`src/rtl/result_shifter_register.sv`:
```
// Per-column result collector: buffers up to DEPTH words from the bottom of a PE
// column and drains them in capture order over a valid/ready stream.
module result_shifter_register #(
  parameter int DATASIZE = 16,
  parameter int DEPTH    = 4,
  parameter int CNTW     = $clog2(DEPTH + 1)
) (
  input  logic                clk,
  input  logic                rst_n,
  input  logic                cap_en,
  input  logic [DATASIZE-1:0] in,
  input  logic                drain_start,
  output logic                out_valid,
  input  logic                out_ready,
  output logic [DATASIZE-1:0] out,
  output logic                out_last,
  output logic [CNTW-1:0]     count,
  output logic                full,
  output logic                busy,
  output logic                overflow
);

  localparam int IDXW = (DEPTH > 1) ? $clog2(DEPTH) : 1;

  typedef enum logic {
    COLLECT,
    DRAIN
  } state_t;

  state_t              state, state_nxt;
  logic [DATASIZE-1:0] mem [DEPTH];
  logic [IDXW-1:0]     rd;
  logic                cap_ok;
  logic                xfer;
  logic                last;

  always_ff @(posedge clk) begin
    if (!rst_n) state <= COLLECT;
    else        state <= state_nxt;
  end

  always_comb begin
    state_nxt = state;
    cap_ok    = 1'b0;
    xfer      = 1'b0;
    last      = (state == DRAIN) && (CNTW'(rd) == count - CNTW'(1));
    case (state)
      COLLECT: begin
        cap_ok = cap_en && !full;
        // A capture accepted alongside drain_start joins this drain.
        if (drain_start && (count != '0 || cap_ok)) state_nxt = DRAIN;
      end
      DRAIN: begin
        xfer = out_ready;
        if (xfer && last) state_nxt = COLLECT;
      end
      default: state_nxt = COLLECT;
    endcase
  end

  always_ff @(posedge clk) begin
    if (!rst_n) begin
      count    <= '0;
      rd       <= '0;
      overflow <= 1'b0;
      mem      <= '{default: '0};
    end else begin
      if (cap_en && (state == DRAIN || full)) overflow <= 1'b1;
      if (cap_ok) begin
        mem[count[IDXW-1:0]] <= in;
        count                <= count + CNTW'(1);
      end
      if (state == COLLECT) begin
        rd <= '0;
      end else if (xfer) begin
        rd <= rd + IDXW'(1);
        if (last) count <= '0;
      end
    end
  end

  assign busy      = (state == DRAIN);
  assign out_valid = busy;
  assign out       = busy ? mem[rd] : '0;
  assign out_last  = last;
  assign full      = (count == CNTW'(DEPTH));

endmodule

```
`config.mk`:
```
export PLATFORM = sky130hd
export DESIGN_NAME = result_shifter_register
export DESIGN_NICKNAME = d
export VERILOG_FILES = /design/src/rtl/result_shifter_register.sv
export SDC_FILE = /design/constraint.sdc
export NUM_CORES = 1
export LEC_CHECK = 0
export BUFFER_PORTS_ARGS = -buffer_cell sky130_fd_sc_hd__buf_2
export CAP_MARGIN = 20
export CORE_UTILIZATION = 55
export DETAILED_ROUTE_END_ITERATION = 8
export PLACE_DENSITY = 0.76
export SYNTH_ARGS = -nofsm -noshare
export SYNTH_HDL_FRONTEND = slang
export SYNTH_SLANG_ARGS = --single-unit
export TNS_END_PERCENT = 50
```
`constraint.sdc`:
```
create_clock -name clk -period 1.9 [get_ports clk]
set_input_delay 0 -clock clk [delete_from_list [all_inputs] [get_ports clk]]
set_output_delay 0 -clock clk [all_outputs]
set_load 0.03 [all_outputs]
```
---- Word level (Yosys, flattened, before mapping) ----
Cells that the tools add are included.
cells by class
  $lt $le $gt $ge ......................... 3
  reduce and logical (&&, ||, !) cells .... 11
  bitwise logic cells ..................... 3
  equality and inequality tests ........... 2
  multiplexer cells ....................... 16
  add/subtract/negate cells ............... 3
operator list
  cell                 number
  $bwmux 64            1
  $mux 16              4
  $bmux 16 s2          1
  $demux 16 s2         1
  $mux 3               4
  $ge 3x3->1 const B   2
  $logic_and 1x1->1    6
  $not 2->3            2
  $mux 1               4
  $add 3x1->3 const B  1
  $eq 2x3->1           1
  $eq 3x3->1 const B   1
  $lt 3x1->1 const B   1
  $reduce_bool 3->1    1
  $sub 3x1->3 const B  1
  $add 2x1->2 const B  1
  $logic_or 1x1->1     2
  $pmux 1 s2           1
  $reduce_and 2->1     1
  $logic_not 1->1      1
  $not 1->1            1
storage, ports and cells
  register bits ........................... 71
  word-level logic and storage cells ...... 46
  output and inout bits ................... 24

---- Longest topological paths before layout ----
Gate-level depths: netlist (run 1).
  depth in word-level cells ............... 8
  depth in mapped cells ................... 7

---- Least setup slack after synthesis (run 1) ----
No wires, ideal clock.
  path type ............................... register to output
  start ................................... reg count[0]
  end ..................................... out out_last
  stages on the path, launching flop included .. 5
  slack ................................... -0.555 ns
  arrival ................................. 2.455 ns
  required time ........................... 1.900 ns
  path through ............................ dfxtp_1 inv_1 ha_1 xnor2_1 nor4b_1
on the way
  longest elaborated chain between the ends .. 3
RTL lines
  what                    line  source
  from (decl)             17    output logic [CNTW-1:0] count,
  from (signal assigned)  71    count <= count + CNTW'(1);
  $sub 3x1->3             46    last = (state == DRAIN) && (CNTW'(rd) == count - CNTW'(1));
  $eq 2x3->1              46
  $logic_and 1x1->1       46
  to (decl)               16    output logic out_last,
No other way between the ends.

---- Worst setup path in the final report (run 1) ----
  start ................................... reg rd[0]
  end ..................................... out out[15]
on the way
  longest elaborated chain between the ends .. 5
RTL lines
  what                                         line  source
  from (decl)                                  32    logic [IDXW-1:0] rd;
  from (signal assigned)                       76    rd <= rd + IDXW'(1);
  $not 2->3 (not written as such)              84    assign out = busy ? mem[rd] : '0;
  $bmux 16 s2                                  84
  $mux 16 (not written as such) (2 in series)  84
  $mux 16                                      84
  to (decl)                                    15    output logic [DATASIZE-1:0] out,
No other way between the ends. The select of a mux whose other input is x is not followed.

==> impl_metrics.yaml, run 1 <==
clock_tree:
  path_clk_slew_ns: 0.07
  cts-root-buf: "clkbuf_8"
  cts_sinks: 71
  clk_latency_ns: 0.34
  ctsHtreeMaxLevel: 3
  cts_tree: "done"
  cts.path.max_buffers: 2
  cts_buffers: 9
layout:
  layout_common_cells: "68 x a21oi_1, 68 x dfxtp_1, 43 x buf_2"
  num_antenna_cells: 0
  fin_util_pct: 70.5
  area_growth_pct: 20.5
  fin_area_mm2: 0.00427
  layout.nets: 465
  layout-drive-gt1-share_pct: 23.1
logic_synthesis:
  postSynthAreaPerCell_um2: 9.18
  seq_area_frac_synth_pct: 40.1
  synth_edf_count: 0
  syn_inst: 386
  async_flop_share_pct: 0
  synth_top_cell_area_share_pct: 40.1
  synth_area_leaders: "dfxtp_1 40%, a21oi_1 9.6%, o31ai_1 7.0%"
  synthDistinctLibCells: 38
  syn_area_mm2: 0.00354
  synth_top_area_cell: "dfxtp_1"
  yosysWarnings: 0
  syn-num-nets: 412
  ys.flop_type: "dfxtp_1"
  ys_seq_elements: 71
drt:
  drtPass1Iterations: 5
  vias: 3322
  finalWirelength_um: 10200
  drtAntennaViolNets: 0
  drcViolationCount: 0
  drt-initial-drc-count: 354
  wire_per_inst_um: 19.6
  vias_per_cell: 6.43
flow_run:
  maxCapViolations: 0
global_routing:
  use_met2_pct: 51.4
  antenna_found_initial: 0
  gr-usage-met1_pct: 41.3
  grt_pass1_vias: 3166
  grt.total_usage_pct: 32.4
  met3_usage_pct: 6.92
  busiest_layer: "met2"
  grt_pass1_wl_um: 16000
  grt_max_degree: 66
  overflow: 0
worst_setup_path:
  path_cells: "buf_12 > mux4_1 > and2_1 > buf_2"
  critPathSlowestCell: "mux4_1"
  arrival_ns: 1.84
  critical_path.top_delay_family: "multiplexers"
  cp.required_ns: 1.90
  start_kind: "flip-flop"
  path_class: "reg2out"
  path_buf_inv: 2
  cpPeakStageDelay_ns: 0.59
  worst_setup_path_end_kind: "output pin"
  cp_max_fo: 19
floorplanning:
  rows: 28
  ios: 45
  die_y_um: 82.3
  core_area_mm2: 0.00606
  initial_core_util_pct: 58.5
  dieArea_mm2: 0.00677
  die_w_um: 82.3
sta:
  rsz0062_at_grt: "false"
  finalClockSkew_ns: 0.00711
  fin_crit_ns: 1.84
  hold_viol: 0
  timing.fmax_mhz: 543
  fin_crit_sh_pct: 96.9
  slew-limit-headroom_pct: 60.4
  whs_ns: 0.0374
  final_max_slew_viol_count: 0
  setup_viol: 0
  tightest_slew_ns: 0.594
  tns_ns: 0
power_and_ir_drop:
  power-per-cell-area_mw_per_mm2: 778
  ir_worst_vdd_mv: 0.783
  leakage_uw: 0.00158
outcome:
  status: "completed"
placement:
  port_buffers: 44
  dp_hpwl_um: 5920
  place_area_mm2: 0.00385
  gp_congestion: 0.807
worst_hold_path:
  worst_hold_path_type: "in2reg"
## Yosys cell counts, types with 2 or more instances
master,n
dfxtp_1,71
a21oi_1,68
nand2_1,36
nand4_1,33
o31ai_1,33
buf_2,20
o21ai_0,18
and2_1,17
nand3_1,17
clkbuf_1,13
mux4_1,9
mux4_2,7
ha_1,5
buf_4,4
inv_1,4
nor2_1,4
buf_1,3
clkbuf_2,2
xnor2_1,2
xor2_1,2
## final cells by class
cell class	count	area, µm²
Timing Repair Buffer	86	627
Multi-Input combinational cell	265	1910
Fill cell	456	1790
Sequential cell	71	1430
Clock inverter	4	47.5
Clock buffer	10	138
Inverter	6	22.5
Tap cell	75	93.8
## final timing paths
| path | from | to | slack, ns | cells after the start |
|---|---|---|---|---|
| max reg2reg | count[0]$_SDFF_PN0_ | mem[28]$_SDFFE_PN0P_ | 0.20 | 5 |
| max | rd[0]$_SDFFE_PN0P_ | out[15] | 0.06 | 4 |
| min | cap_en | overflow$_SDFFE_PN0P_ | 0.04 | 3 |
| min reg2reg | mem[58]$_SDFFE_PN0P_ | mem[58]$_SDFFE_PN0P_ | 0.45 | 2 |
## routing by layer
metal / part of all wire, % / up-vias
met5: 0 / -
met4: 2.3 / 0
met3: 7.3 / 24
met2: 49 / 186
met1: 41 / 1576
li1: - / 1536
## sequential cells by signal, summed over array words and instances (netlist names)
register and cells:
rd 2, mem 64, count 3, overflow 1, busy 1
## timing repair
action,CTS,global route
buffers inserted,0,1
hold endpoints to repair,69,0
hold buffers,19,0
setup endpoints to repair,1,8
gates resized for setup,4,4
## through the flow
stage | std cells | setup WS (ns) | total power [µW]
after detailed placement | 483 | 0.0810 | 2140
final | 517 | 0.0594 | 3320
after global placement | 483 | 0.199 | 2130
after global routing | 517 | 0.00552 | 3450
after CTS | 516 | 0.00330 | 3340
after floorplan | 386 | 0.115 | 1970
## report_power, final
group / switching (µW) / internal (µW) / total (µW) / leakage [µW]
Combinational: 366 / 219 / 585 / 0.000913
Clock: 532 / 623 / 1150 / 0.0000940
Sequential: 40.3 / 1540 / 1580 / 0.000577
Total: 938 / 2390 / 3320 / 0.00158
## kinds of logic after synthesis
kind of cell               share of synthesized area, %
adders and majority gates                          1.76
xor gates and xnor gates                           1.77
and+or+nand+nor                                    17.5
AOI/OAI and AO/OA                                  20.6
buffers and inverters                              7.17
DFF                                                40.1
muxes                                              11.1
## worst register-to-register path, delay by kind of cell (launching register included)
family / cells / cell delay, ns
adders and majority gates: 1 / 0.19
DFF: 1 / 0.38
AOI/OAI and AO/OA: 3 / 0.90
buffers and inverters: 1 / 0.17
(Power assumes the default switching activity.)
==> run 2, diff against run 1 <==
--- a/config.mk
+++ b/config.mk
@@ -5,11 +5,10 @@
 export SDC_FILE = /design/constraint.sdc
 export NUM_CORES = 1
 export LEC_CHECK = 0
-export BUFFER_PORTS_ARGS = -buffer_cell sky130_fd_sc_hd__buf_2
 export CAP_MARGIN = 20
-export CORE_UTILIZATION = 55
+export CORE_UTILIZATION = 50
 export DETAILED_ROUTE_END_ITERATION = 8
-export PLACE_DENSITY = 0.76
+export DONT_BUFFER_PORTS = 1
 export SYNTH_ARGS = -nofsm -noshare
 export SYNTH_HDL_FRONTEND = slang
 export SYNTH_SLANG_ARGS = --single-unit
==> impl_metrics.yaml, run 2 (synthesized netlist as in run 1, its figures left out) <==
worst_setup_path:
  arrival_ns: 1.80
  reg2reg_depth: 5
  worst_setup_path_end_kind: "output pin"
  rr_startpoint: "count[1]$_SDFF_PN0_"
  critical_path.top_delay_family: "flip-flops"
  r2r_slack_ns: 0.15
  path_cells: "inv_1 > ha_1 > xnor2_2 > nor4b_4 > buf_6"
  cp-startpoint: "count[1]$_SDFF_PN0_"
  crit_cells: 5
  path_class: "reg2out"
  critPathSlowestCell: "dfxtp_2"
  cp.required_ns: 1.90
  endpoint: "out_last"
  r2r_end: "mem[58]$_SDFFE_PN0P_"
  path_buf_inv: 2
  start_kind: "flip-flop"
  cpPeakStageDelay_ns: 0.37
  cp_max_fo: 5
floorplanning:
  rows: 30
  ios: 45
  initial_core_util_pct: 51.9
  die_w_um: 86.2
  die_y_um: 86.2
  core_area_mm2: 0.00683
  dieArea_mm2: 0.00743
sta:
  fin_crit_ns: 1.80
  tightest_slew_ns: 0.831
  setup_viol: 0
  fin_crit_sh_pct: 95.0
  tns_ns: 0
  hold_viol: 0
  slew-limit-headroom_pct: 44.6
  finalClockSkew_ns: 0.00786
  rsz0062_at_grt: "false"
  timing.fmax_mhz: 554
  final_max_slew_viol_count: 0
clock_tree:
  post_cts_buffers: 0
  clk_latency_ns: 0.34
  cts.path.max_buffers: 2
  cts_tree: "done"
  path_clk_slew_ns: 0.07
  cts_buffers: 9
  cts_sinks: 71
  ctsHtreeMaxLevel: 3
  cts-root-buf: "clkbuf_8"
drt:
  finalWirelength_um: 10100
  drtAntennaViolNets: 0
  drcViolationCount: 0
  wire_per_inst_um: 20.2
  vias: 3097
  drtPass1Iterations: 4
  vias_per_cell: 6.22
  drt-initial-drc-count: 288
layout:
  area_growth_pct: 16.1
  final_common_cell: "dfxtp_1"
  largest_register_ffs: 64
  max_flop_register: "mem"
  fin_util_pct: 60.2
  layout_common_cells: "69 x dfxtp_1, 68 x a21oi_1, 36 x nand2_1"
  num_antenna_cells: 0
  reg_top3: "mem: 64 flops, count: 3 flops, rd: 2 flops"
  layout-drive-gt1-share_pct: 14.7
  fillers: 628
  layout.nets: 423
flow_run:
  maxCapViolations: 0
placement:
  port_buffers: 0
  dp_hpwl_um: 5870
  gp_congestion: 0.797
global_routing:
  grt_pass1_wl_um: 15900
  overflow: 0
  antenna_found_initial: 0
  grt.total_usage_pct: 28.5
  grt_max_degree: 36
  grt_pass1_vias: 2946
outcome:
  status: "completed"
worst_hold_path:
  worst_hold_path_type: "in2reg"
power_and_ir_drop:
  leakage_uw: 0.00140
  power-per-cell-area_mw_per_mm2: 822
  ir_worst_vdd_mv: 0.408
[run 2: cell count changes in the layout (fill, tap and decap cells not counted), sizes merged]
cell         change
inv              +1
clkbuf           +1
dlygate4sd3      +1
buf             -43
[run 2: worst min-delay path by stage]
stage | from | depth (start not counted) | end | slack [ns]
floorplan | rst_n | 2 | count[1]$_SDFF_PN0_ | 0.12
global placement | in[13] | 2 | mem[61]$_SDFFE_PN0P_ | 0.14
detailed placement | rst_n | 2 | count[2]$_SDFF_PN0_ | 0.14
CTS | rst_n | 2 | overflow$_SDFFE_PN0P_ | 0.06
global route | rst_n | 2 | overflow$_SDFFE_PN0P_ | 0.08
finish | rst_n | 2 | overflow$_SDFFE_PN0P_ | 0.09
[run 2: stage by stage]
step | area (µm²) | instances | worst slack [ns] | hold WS (ns) | power [µW]
final | 4120 | 498 | 0.0951 | 0.0851 | 3380
after CTS | 4110 | 498 | 0.0186 | 0.0631 | 3390
after global routing | 4120 | 498 | 0.00943 | 0.0826 | 3520
after floorplan | 3560 | 386 | 0.115 | 0.120 | 1970
after global placement | 3690 | 462 | 0.217 | 0.137 | 2090
after detailed placement | 3690 | 462 | 0.154 | 0.141 | 2100
[run 2: metal layers]
layer,vias to the layer above,share of wire [%],GRT usage (%),wire (µm)
met4,0,0.90,8.03,91
met5,-,0,0,0
met3,8,6.6,6.38,661
met2,109,48,44.9,4790
met1,1517,45,39.6,4530
li1,1463,-,-,-
[run 2: what timing repair did]
item                                    CTS  global route
hold buffers                             20             0
cloned                                    0             0
endpoints found under the hold margin    71             0
endpoints found under the setup margin    1             1
resized for setup                         1             2
pin swaps                                 0             0
[run 2: final cells by class]
cell class / count / area (µm²) / area share (%)
Clock buffer: 11 / 151 / 3.68
Clock inverter: 5 / 56.3 / 1.37
Inverter: 6 / 22.5 / 0.547
Multi-Input combinational cell: 265 / 1890 / 46.0
Sequential cell: 71 / 1420 / 34.6
Tap cell: 96 / 120 / 2.92
Timing Repair Buffer: 44 / 447 / 10.9
[run 2: power breakdown]
group	total, µW	leakage (µW)	switching (µW)	internal, µW
clock	1260	0.000105	582	676
sequential	1580	0.000576	36.5	1540
combinational	543	0.000722	353	190
total	3380	0.00140	971	2410
==> run 3, diff against run 2 <==
--- a/config.mk
+++ b/config.mk
@@ -7,6 +7,7 @@
 export LEC_CHECK = 0
 export CAP_MARGIN = 20
 export CORE_UTILIZATION = 50
+export CTS_BUF_LIST = sky130_fd_sc_hd__clkbuf_4
 export DETAILED_ROUTE_END_ITERATION = 8
 export DONT_BUFFER_PORTS = 1
 export SYNTH_ARGS = -nofsm -noshare
==> impl_metrics.yaml, run 3 (synthesized netlist as in run 1, its figures left out) <==
layout:
  max_flop_register: "mem"
  reg_top3: "mem: 64 flops, count: 3 flops, rd: 2 flops"
  fin_util_pct: 59.7
  largest_register_ffs: 64
  layout.nets: 424
  area_growth_pct: 15.0
  layout_common_cells: "68 x a21oi_1, 68 x dfxtp_1, 36 x nand2_1"
  layout-drive-gt1-share_pct: 15.1
  fillers: 634
  num_antenna_cells: 0
  fin_area_mm2: 0.00408
worst_setup_path:
  path_cells: "buf_12 > mux4_1 > and2_1"
  cpPeakStageDelay_ns: 0.56
  reg2reg_depth: 5
  cp_max_fo: 17
  rr_startpoint: "count[1]$_SDFF_PN0_"
  start_kind: "flip-flop"
  worst_setup_path_end_kind: "output pin"
  critPathSlowestCell: "mux4_1"
  arrival_ns: 1.83
  cp.required_ns: 1.90
  r2r_end: "mem[58]$_SDFFE_PN0P_"
  r2r_slack_ns: 0.14
  path_class: "reg2out"
drt:
  drtAntennaViolNets: 0
  drtPass1Iterations: 5
  wire_per_inst_um: 20.3
  drt-initial-drc-count: 315
  drcViolationCount: 0
  finalWirelength_um: 10200
  vias_per_cell: 6.25
  vias: 3119
worst_hold_path:
  worst_hold_path_type: "in2reg"
  min_from: "cap_en"
  holdPathEnd: "mem[56]$_SDFFE_PN0P_"
  hold_depth: 4
sta:
  setup_viol: 0
  slew-limit-headroom_pct: 45.6
  fin_crit_ns: 1.83
  finalClockSkew_ns: 0.0168
  hold_viol: 0
  final_max_slew_viol_count: 0
  tightest_slew_ns: 0.815
  fin_crit_sh_pct: 96.4
  timing.fmax_mhz: 546
clock_tree:
  cts.path.max_buffers: 2
  cts_sinks: 71
  cts-root-buf: "clkbuf_4"
  cts_tree: "done"
  clk_latency_ns: 0.43
  cts_buffers: 9
  path_clk_slew_ns: 0.13
  ctsHtreeMaxLevel: 3
global_routing:
  antenna_found_initial: 0
  grt_pass1_vias: 2929
  grt_pass1_wl_um: 16000
  grt.total_usage_pct: 28.8
  overflow: 0
  grt_max_degree: 36
floorplanning:
  dieArea_mm2: 0.00743
  rows: 30
  ios: 45
  core_area_mm2: 0.00683
  die_y_um: 86.2
  initial_core_util_pct: 51.9
  die_w_um: 86.2
power_and_ir_drop:
  ir_worst_vdd_mv: 0.419
  power-per-cell-area_mw_per_mm2: 761
  leakage_uw: 0.00138
flow_run:
  maxCapViolations: 0
placement:
  gp_congestion: 0.797
  place_area_mm2: 0.00369
  port_buffers: 0
  dp_hpwl_um: 5870
outcome:
  status: "completed"
## run 3: worst max-delay path by stage
| stage | slack (ns) | start | to |
|---|---|---|---|
| after floorplan | 0.11 | count[1]$_SDFF_PN0_ | busy$_SDFF_PN0_ |
| after global placement | 0.22 | count[1]$_SDFF_PN0_ | busy$_SDFF_PN0_ |
| after detailed placement | 0.15 | count[1]$_SDFF_PN0_ | mem[58]$_SDFFE_PN0P_ |
| after CTS | 0.005 | count[1]$_SDFF_PN0_ | out_last |
| after global routing | -0.001 | rd[0]$_SDFFE_PN0P_ | out[10] |
| final | 0.07 | rd[0]$_SDFFE_PN0P_ | out[10] |
## run 3: metal layers
| metal | routed length (µm) | track usage, % | part of all wire (%) | vias to the layer above |
|---|---|---|---|---|
| met5 | 0 | 0 | 0 | - |
| met4 | 146 | 10.3 | 1.4 | 0 |
| met3 | 630 | 5.71 | 6.2 | 12 |
| met2 | 4760 | 44.5 | 47 | 117 |
| met1 | 4620 | 40.2 | 45 | 1524 |
| li1 | - | - | - | 1466 |
## run 3: final cells by class
class	count	area (µm²)	area share, %
sequential	71	1430	35.0
inverter	6	22.5	0.552
clock inverter	7	63.8	1.57
tap	96	120	2.95
multi-input combinational	265	1920	47.1
timing repair buffer	45	454	11.1
clock buffer	9	67.6	1.66
## run 3: critical path, delay by kind of cell (launching register included)
kind                   cells  cell delay [ns]
buffers and inverters      1             0.19
DFF                        1             0.37
and+or+nand+nor            1             0.28
muxes                      1             0.56
## run 3: stage by stage
step / cells / hold slack, ns / power, µW / worst slack [ns] / setup TNS, ns
2_1_floorplan: 386 / 0.120 / 1970 / 0.115 / 0
3_3_place_gp: 462 / 0.137 / 2090 / 0.217 / 0
3_5_place_dp: 462 / 0.141 / 2100 / 0.154 / 0
4_1_cts: 498 / 0.0358 / 3090 / 0.00541 / 0
5_1_grt: 499 / 0.0461 / 3230 / -0.00115 / -0.00115
6_report: 499 / 0.0446 / 3100 / 0.0692 / 0
## run 3: report_power, final
| group | total, µW | switching [µW] | internal (µW) |
|---|---|---|---|
| clock | 956 | 566 | 390 |
| combinational | 565 | 361 | 204 |
| sequential | 1580 | 36.2 | 1540 |
| total | 3100 | 964 | 2140 |
## run 3: timing repair
item	4_1_cts	5_1_grt
endpoints found under the hold margin	71	0
buffers inserted	0	1
endpoints found under the setup margin	1	9
gates resized for setup	3	7
hold buffers	20	0
